$ cat src/rtl/multi_cycle_mips.sv
// rtl/multi_cycle_mips.sv - multi-cycle MIPS subset core (IF/ID/EX/MEM/WB FSM)
// Optional: define MIPS_BNE_EN to decode opcode 000101 as bne.
module multi_cycle_mips #(
    parameter int          DMEM_AW  = 7,
    parameter logic [31:0] RESET_PC = 32'h0
) (
    input  logic               clk,
    input  logic               rst_n,
    output logic [31:0]        IR_addr,
    input  logic [31:0]        IR,
    input  logic               IR_valid,
    output logic [31:0]        RF_writedata,
    output logic               RF_we,
    input  logic [31:0]        ReadDataMem,
    input  logic               mem_ready,
    output logic               CEN,
    output logic               WEN,
    output logic               OEN,
    output logic [DMEM_AW-1:0] A,
    output logic [31:0]        ReadData2
);

    localparam logic [5:0] OP_RTYPE = 6'b000000;
    localparam logic [5:0] OP_J     = 6'b000010;
    localparam logic [5:0] OP_JAL   = 6'b000011;
    localparam logic [5:0] OP_BEQ   = 6'b000100;
    localparam logic [5:0] OP_LW    = 6'b100011;
    localparam logic [5:0] OP_SW    = 6'b101011;
`ifdef MIPS_BNE_EN
    localparam logic [5:0] OP_BNE   = 6'b000101;
`endif

    localparam logic [5:0] F_ADD = 6'b100000;
    localparam logic [5:0] F_SUB = 6'b100010;
    localparam logic [5:0] F_AND = 6'b100100;
    localparam logic [5:0] F_OR  = 6'b100101;
    localparam logic [5:0] F_SLT = 6'b101010;
    localparam logic [5:0] F_JR  = 6'b001000;

    typedef enum logic [2:0] {
        S_IF  = 3'd0,
        S_ID  = 3'd1,
        S_EX  = 3'd2,
        S_MEM = 3'd3,
        S_WB  = 3'd4
    } state_t;

    state_t      r_state;
    logic [31:0] r_pc;
    logic [31:0] r_npc;
    logic [31:0] r_ir;
    logic [31:0] r_a;
    logic [31:0] r_b;
    logic [31:0] r_imm;
    // Shared result register: ALU result, memory address, load data or link address.
    logic [31:0] r_alu;
    logic [4:0]  r_wdest;
    logic        r_rf_we;
    logic        r_cen;
    logic        r_wen;
    logic [31:0] r_rf [0:31];

    logic [5:0]  w_op;
    logic [4:0]  w_rs;
    logic [4:0]  w_rt;
    logic [4:0]  w_rd;
    logic [5:0]  w_funct;
    logic [31:0] w_alu;
    logic        w_funct_ok;
    logic [31:0] w_mem_addr;
    logic [31:0] w_br_target;
    logic [31:0] w_jump_target;
    logic        w_is_branch;
    logic        w_take;

    assign w_op    = r_ir[31:26];
    assign w_rs    = r_ir[25:21];
    assign w_rt    = r_ir[20:16];
    assign w_rd    = r_ir[15:11];
    assign w_funct = r_ir[5:0];

    assign w_mem_addr    = r_a + r_imm;
    assign w_br_target   = r_npc + {r_imm[29:0], 2'b00};
    assign w_jump_target = {r_npc[31:28], r_ir[25:0], 2'b00};

`ifdef MIPS_BNE_EN
    assign w_is_branch = (w_op == OP_BEQ) || (w_op == OP_BNE);
    assign w_take      = (w_op == OP_BEQ) ? (r_a == r_b) : (r_a != r_b);
`else
    assign w_is_branch = (w_op == OP_BEQ);
    assign w_take      = (r_a == r_b);
`endif

    always_comb begin
        w_alu      = 32'h0;
        w_funct_ok = 1'b1;
        case (w_funct)
            F_ADD:   w_alu = r_a + r_b;
            F_SUB:   w_alu = r_a - r_b;
            F_AND:   w_alu = r_a & r_b;
            F_OR:    w_alu = r_a | r_b;
            F_SLT:   w_alu = ($signed(r_a) < $signed(r_b)) ? 32'd1 : 32'd0;
            default: w_funct_ok = 1'b0;
        endcase
    end

    always_ff @(posedge clk) begin
        if (!rst_n) begin
            r_state <= S_IF;
            r_pc    <= RESET_PC;
            r_npc   <= 32'h0;
            r_ir    <= 32'h0;
            r_a     <= 32'h0;
            r_b     <= 32'h0;
            r_imm   <= 32'h0;
            r_alu   <= 32'h0;
            r_wdest <= 5'd0;
            r_rf_we <= 1'b0;
            r_cen   <= 1'b1;
            r_wen   <= 1'b1;
            for (int i = 0; i < 32; i++) begin
                r_rf[i] <= 32'h0;
            end
        end else begin
            // Commit happens at the end of the cycle in which RF_we is high.
            if (r_rf_we && (r_wdest != 5'd0)) begin
                r_rf[r_wdest] <= r_alu;
            end

            case (r_state)
                S_IF: begin
                    if (IR_valid) begin
                        r_ir    <= IR;
                        r_npc   <= r_pc + 32'd4;
                        r_state <= S_ID;
                    end
                end

                S_ID: begin
                    r_a     <= r_rf[w_rs];
                    r_b     <= r_rf[w_rt];
                    r_imm   <= {{16{r_ir[15]}}, r_ir[15:0]};
                    r_state <= S_EX;
                    if (w_op == OP_JAL) begin
                        r_alu   <= r_npc;
                        r_wdest <= 5'd31;
                        r_rf_we <= 1'b1;
                    end
                end

                S_EX: begin
                    r_rf_we <= 1'b0;
                    case (w_op)
                        OP_RTYPE: begin
                            if (w_funct == F_JR) begin
                                r_pc    <= r_a;
                                r_state <= S_IF;
                            end else if (w_funct_ok) begin
                                r_alu   <= w_alu;
                                r_wdest <= w_rd;
                                r_rf_we <= 1'b1;
                                r_state <= S_WB;
                            end else begin
                                r_pc    <= r_npc;
                                r_state <= S_IF;
                            end
                        end
                        OP_LW, OP_SW: begin
                            r_alu   <= w_mem_addr;
                            r_cen   <= 1'b0;
                            r_wen   <= (w_op == OP_LW);
                            r_state <= S_MEM;
                        end
                        OP_J, OP_JAL: begin
                            r_pc    <= w_jump_target;
                            r_state <= S_IF;
                        end
                        default: begin
                            r_pc    <= (w_is_branch && w_take) ? w_br_target : r_npc;
                            r_state <= S_IF;
                        end
                    endcase
                end

                S_MEM: begin
                    if (mem_ready) begin
                        r_cen <= 1'b1;
                        r_wen <= 1'b1;
                        if (w_op == OP_LW) begin
                            r_alu   <= ReadDataMem;
                            r_wdest <= w_rt;
                            r_rf_we <= 1'b1;
                            r_state <= S_WB;
                        end else begin
                            r_pc    <= r_npc;
                            r_state <= S_IF;
                        end
                    end
                end

                S_WB: begin
                    r_rf_we <= 1'b0;
                    r_pc    <= r_npc;
                    r_state <= S_IF;
                end

                default: r_state <= S_IF;
            endcase
        end
    end

    assign IR_addr      = r_pc;
    assign RF_writedata = r_alu;
    assign RF_we        = r_rf_we;
    assign CEN          = r_cen;
    assign WEN          = r_wen;
    assign OEN          = 1'b0;
    assign A            = r_alu[DMEM_AW+1:2];
    assign ReadData2    = r_b;

endmodule

$ cat config.mk
export PLATFORM = sky130hd
export DESIGN_NAME = multi_cycle_mips
export DESIGN_NICKNAME = d
export VERILOG_FILES = /design/src/rtl/multi_cycle_mips.sv
export SDC_FILE = /design/constraint.sdc
export NUM_CORES = 2
export LEC_CHECK = 0
export ABC_AREA = 1
export CAP_MARGIN = 25
export CORE_ASPECT_RATIO = 1.2
export CORE_UTILIZATION = 41
export CTS_BUF_LIST = sky130_fd_sc_hd__clkbuf_4
export CTS_CLUSTER_DIAMETER = 40
export DETAILED_ROUTE_END_ITERATION = 8
export PLACE_DENSITY = 0.56
export SYNTH_ARGS = -nofsm -noshare
export SYNTH_HDL_FRONTEND = slang
export SYNTH_SLANG_ARGS = --single-unit
$ cat constraint.sdc
create_clock -name clk -period 3.1 [get_ports clk]
set_clock_uncertainty 0.2 [all_clocks]
set_input_delay 0.62 -clock clk [delete_from_list [all_inputs] [get_ports clk]]
set_output_delay 0.62 -clock clk [all_outputs]
set_load 0.1 [all_outputs]
Word-level counts from Yosys, hierarchy flattened
Memories as Yosys holds them, arrays and structs flattened. A register that Yosys moved wholly into a read port is not among the register bits.
Index checks and enable logic that the tools add are counted.
Storage, ports and cells
  bits in read-only memories: 0
  memories: 1
  output and inout port bits: 107
  latch bits: 0
  logic and storage cells: 121
  input port bits: 68
  register bits: 155
  RAM bits: 1024
Memories
  r_rf: words 32, bits a word 32, read ports 2, clocked after Yosys merged registers in 2, write ports 32, line 61  | logic [31:0] r_rf [0:31];
Operators by class
  divide/modulo/power cells: 0
  eq/ne operators: 30
  $mul: 0
  multiplexer cells: 50
  order comparisons: 1
  shifts and indexed selects: 0
  add/sub/neg operators: 5
  bitwise operators: 2
  reductions and logical operators: 22
Operators by type and width (number)
  $mux W32: 11
  $pmux W32 S3: 3
  $pmux W32 S5: 1
  $add A32 B32 Y32: 3
  $pmux W32 S2: 1
  $eq A6 B6 Y1 const B: 7
  $mux W5: 7
  $add A32 B3 Y32 const B: 1
  $and A32 B32 Y32: 1
  $eq A32 B32 Y1: 1
  $lt A32 B32 Y1: 1
  $or A32 B32 Y32: 1
  $reduce_or A32 Y1: 1
  $sub A32 B32 Y32: 1
  $ne A2 B2 Y1 const B: 10
  $mux W1: 16
  $mux W3: 5
  $pmux W5 S3: 1
  $reduce_and A7 Y1: 2
  $eq A6 B2 Y1 const B: 2
  $pmux W3 S4: 1
  $ne A3 B3 Y1 const B: 3
  $eq A3 B2 Y1 const B: 2
  $eq A6 B3 Y1 const B: 1
  21 further kinds: 27

Logic depth before layout (Yosys ltp)
  word-level depth: 7
  mapped depth: 21
  mapped depth without buffers: 20

Worst setup path before layout
Ideal clock, no wire load.
  kind: reg2reg
  start: reg r_rf_we (netlist: RF_we)
  end: mem r_rf[10][0], enable pin
  path slack: -228 ps
  setup time: 389 ps
  cell stages (with the launch flop): 6
  arrival time: 2738 ps
  clock period less this slack: 3328 ps
  path through: dfxtp_1 > nand3_1 > nor3_1 > nand2_1 > buf_2 > nand2_1
RTL lines
  start, declared: line 58  | logic r_rf_we;
  start signal, assigned: line 118  | r_rf_we <= 1'b0;
  start signal, assigned: line 147  | r_rf_we <= 1'b1;
  start signal, assigned: line 152  | r_rf_we <= 1'b0;
  end, declared: line 61

Worst setup path in the final report
  start: reg r_ir[0]
  end: reg r_alu[13] (netlist: RF_writedata[13])
On the way
  longest elaborated chain between the ends: 6
  elaborated cells on any way between the ends: 16
  those cells by class: eq/ne (8); mux (6); reduce/logical (2)
RTL lines
  start, declared: line 51  | logic [31:0] r_ir;
  start signal, assigned: line 112  | r_ir <= 32'h0;
  start signal, assigned: line 133  | r_ir <= IR;
  $eq A6 B6 Y1: line 97  | case (w_funct)
  $pmux W32 S5: line 97
  $mux W32: line 158  | end else if (w_funct_ok) begin
  $mux W32: line 155  | if (w_funct == F_JR) begin
  $pmux W32 S2: line 153  | case (w_op)
  $pmux W32 S3: line 130  | case (r_state)
  end signal, assigned: line 145  | r_alu <= r_npc;
  end signal, assigned: line 159  | r_alu <= w_alu;
  end signal, assigned: line 169  | r_alu <= w_mem_addr;
  end, declared: line 56  | logic [31:0] r_alu;
Parallel ways exist; a longest one is shown, timed or not. The select of a mux whose other input is x is not followed.
A chain may end at the register's enable or synchronous reset.

==> results.ini <==
[die]
initial_utilization = 0.4138
fp.coreArea_mm2 = 0.1770
rows = 169
num_io_pins = 175
die_y_um = 465.0
die_area_mm2 = 0.1803
die_w_um = 387.8

[global_route]
antenna_found_initial = 26
grt_use_total = 0.3901
grt_pass1_wl_um = 509100
grt_overflow = 0
grt_pass1_vias = 72480
grt_max_degree = 160

[timing]
period_share = 1.001
final_max_slew_viol_count = 0
final.setup.worst_slack_ns = -0.002715
final-setup-viol-count = 1
fin_crit_ns = 3.103
worst-slew-pin-transition_ns = 0.8313
fmax_ghz = 0.3223
tns_ns = -0.002715
rsz0062_at_grt = false
relSlewSlack = 0.4458
hold_viol = 0
holdWs_ns = 0.1470

[setup_path]
cp-start-kind = flip-flop
path_buf_inv = 1
path_delay_family = simple AND/OR/NAND/NOR gates
critical_path_class = flip-flop to flip-flop
worstSetupEndpointType = flip-flop
cp_max_fo = 26
crit_arrival_ns = 4.16
cpMostUsedCell = nand2_1
required_ns = 4.16
path_cells = nor2_1 > nand4_1 > nand3_2 > nand2_1 > nand2_1 > nand2_1 > nand2_2 > inv_2 > a211oi_1 > a21oi_1
crit_path_top_delay_cell = a211oi_1
max_stage_delay_ns = 0.60

[routing]
post_drt_wl_per_cell_um = 29.43
drt-pass1-iter-count = 8
ant_nets = 0
drt-total-wl_um = 364400
route.vias.total = 76590
detail_route.vias_per_cell = 6.186
drtIter0Drc = 10110
route.detailed.drc = 0

[synthesis]
ys.flop_type = edfxtp_1
synth.distinct_cells = 59
async_flop_share = 0
synthCells = 9299
syn_avg_cell_area_um2 = 7.876
synth_warnings = 0
syn_area_mm2 = 0.07324
synth-seq-cells = 1243
synth-edff-count = 1024
seq_area_frac_synth = 0.4797

[pwr]
p_total_mw = 51.95
vdd_ir_drop_max_uv = 323.0
p_per_area_mw_per_mm2 = 603.7
total_leakage_power_nw = 33.48

[final_layout]
drive_gt1_frac = 0.1532
fin_util = 0.4862
fin_nets = 10050
final_cells = 12380
area_growth_pct = 17.49

[flow_run]
cap_viol_max_count = 0

[min_path]
hold_class = primary input to flip-flop

[clocking]
cts.sinks = 1243
cts.clk_slew.worst_paths_ns = 0.07
cts_buffers = 361
cts_root_buf = clkbuf_4
cts_tree = built
htree_levels = 5
clock_path_buffers = 4
clk_latency_ns = 1.41

[outcome]
status = finished with violations
violations = negative setup slack

[place]
dp_hpwl_um = 242800
placedCellCount = 11710
io_buffers = 173
gp_congestion = 1.027

-- cell usage after synthesis (7+ instances only) --
library cell	number	area (um2)
a211oi_1	15	112.6
a21oi_1	370	1852
a221oi_1	9	78.83
a31oi_1	17	106.4
buf_1	8	30.03
buf_2	210	1051
buf_4	18	135.1
buf_6	13	146.4
clkbuf_1	513	1926
dfxtp_1	219	4384
edfxtp_1	1024	30750
ha_1	157	1964
inv_1	498	1869
inv_2	19	71.32
nand2_1	799	2999
nand3_1	212	1061
nand3b_1	10	75.07
nand4_1	59	369.1
nor2_1	2569	9643
nor2_2	14	87.58
nor2_4	12	135.1
nor3_1	47	235.2
nor4_1	7	43.79
o2111ai_1	7	61.31
o211ai_1	31	232.7
o21ai_0	1502	7517
o21ai_1	107	535.5
o21bai_1	23	172.7
o221ai_1	73	639.4
o22ai_1	586	3666
o32ai_1	25	219.0
or2_2	14	87.58
xnor2_1	15	131.4
xor2_1	26	227.7
-- routing by layer --
metal | vias up | GRT usage | share of wire
met5 | - | 0 | 0.00050
met4 | 26 | 0.2772 | 0.080
met3 | 1379 | 0.08966 | 0.11
met2 | 5399 | 0.6290 | 0.46
met1 | 36410 | 0.4586 | 0.36
li1 | 33380 | - | -
-- cells by family after synthesis --
logic type      Yosys count  share of synthesized area
simple gates           3775                     0.2053
compound gates         2792                     0.2103
buf+inv                1286                    0.07178
flops                  1243                     0.4797
fa+ha+maj               161                    0.02791
xor+xnor                 41                   0.004903
other cells               1                 0.00005120
-- repair_timing --
item                                    CTS  global route
hold buffers                             64             0
setup buffers                             0             0
hold endpoints to repair                262             0
gates resized for setup                  89            19
pin swaps                                 0             2
endpoints found under the setup margin   62            16
-- cell type report --
type / count / area [um2]
multi-input combinational: 6802 / 33210
inverter: 522 / 1999
clock inverter: 91 / 416.7
timing repair buffer: 895 / 8444
clock buffer: 507 / 3806
antenna: 13 / 32.53
fill: 17370 / 90930
tap: 2308 / 2888
sequential: 1243 / 35250
-- worst min-delay path: stages --
cell	delay, ns
clkdlybuf4s50_1	0.49
nand2_1	0.12
o211ai_1	0.22
nor2_1	0.12
a21oi_1	0.13
-- final timing paths --
kind / from / to / slack (ns) / cells after the start
setup / recovery: r_ir[0] / RF_writedata[13] / -0.003 / 10
hold / removal: ReadDataMem[14] / RF_writedata[14] / 0.15 / 5
setup reg to reg: r_ir[0] / RF_writedata[13] / -0.003 / 10
hold reg to reg: r_ir[31] / r_ir[31] / 0.29 / 2
-- per-stage QoR --
| step | worst slack, ns | instance area (um2) |
|---|---|---|
| after floorplan | 0.04410 | 73480 |
| after global placement | -0.06424 | 80840 |
| after detailed placement | -0.1229 | 80840 |
| after CTS | 0.001321 | 85940 |
| after global routing | 0.003415 | 86030 |
| final | -0.002715 | 86050 |
-- cell usage in the layout, fill, tap and decap left out, types with 9 or more instances in the layout --
cell / count
o21ai_1: 108
clkbuf_4: 507
o22ai_1: 585
buf_4: 618
edfxtp_1: 1024
inv_2: 23
ha_1: 150
clkinv_1: 71
or2_2: 14
a211oi_1: 15
inv_1: 492
o32ai_1: 24
nand2_2: 68
dlygate4sd3_1: 64
nor2_2: 14
nand2_1: 736
o221ai_1: 73
nand4_1: 59
a21oi_1: 369
nand3b_1: 10
a31oi_1: 16
xnor2_1: 15
o211ai_1: 31
buf_6: 49
xor2_1: 26
nand3_1: 212
nor2_4: 15
o21ai_0: 1501
dfxtp_1: 143
dfxtp_2: 66
clkdlybuf4s50_1: 66
clkinv_2: 18
conb_1: 33
dfxtp_4: 10
a221oi_1: 9
nor3_1: 46
buf_12: 96
nor2_1: 2566
diode_2: 13
o21bai_1: 23
-- registers in the layout, summed over array words and instances (netlist names) --
| name | cells |
|---|---|
| r_rf | 1024 |
| IR_addr | 32 |
| RF_writedata | 32 |
| ReadData2 | 32 |
| r_a | 32 |
| r_ir | 32 |
| r_npc | 32 |
| r_imm | 16 |
| r_wdest | 5 |
| r_state | 3 |
| CEN | 1 |
| RF_we | 1 |
| WEN | 1 |
-- where the power goes --
part           switching (mW)  internal, mW
registers               0.820          18.9
clock network            7.51          7.63
logic                    12.2          4.88
total                    20.6          31.4
No activity file was read; power rests on OpenSTA's default activity.
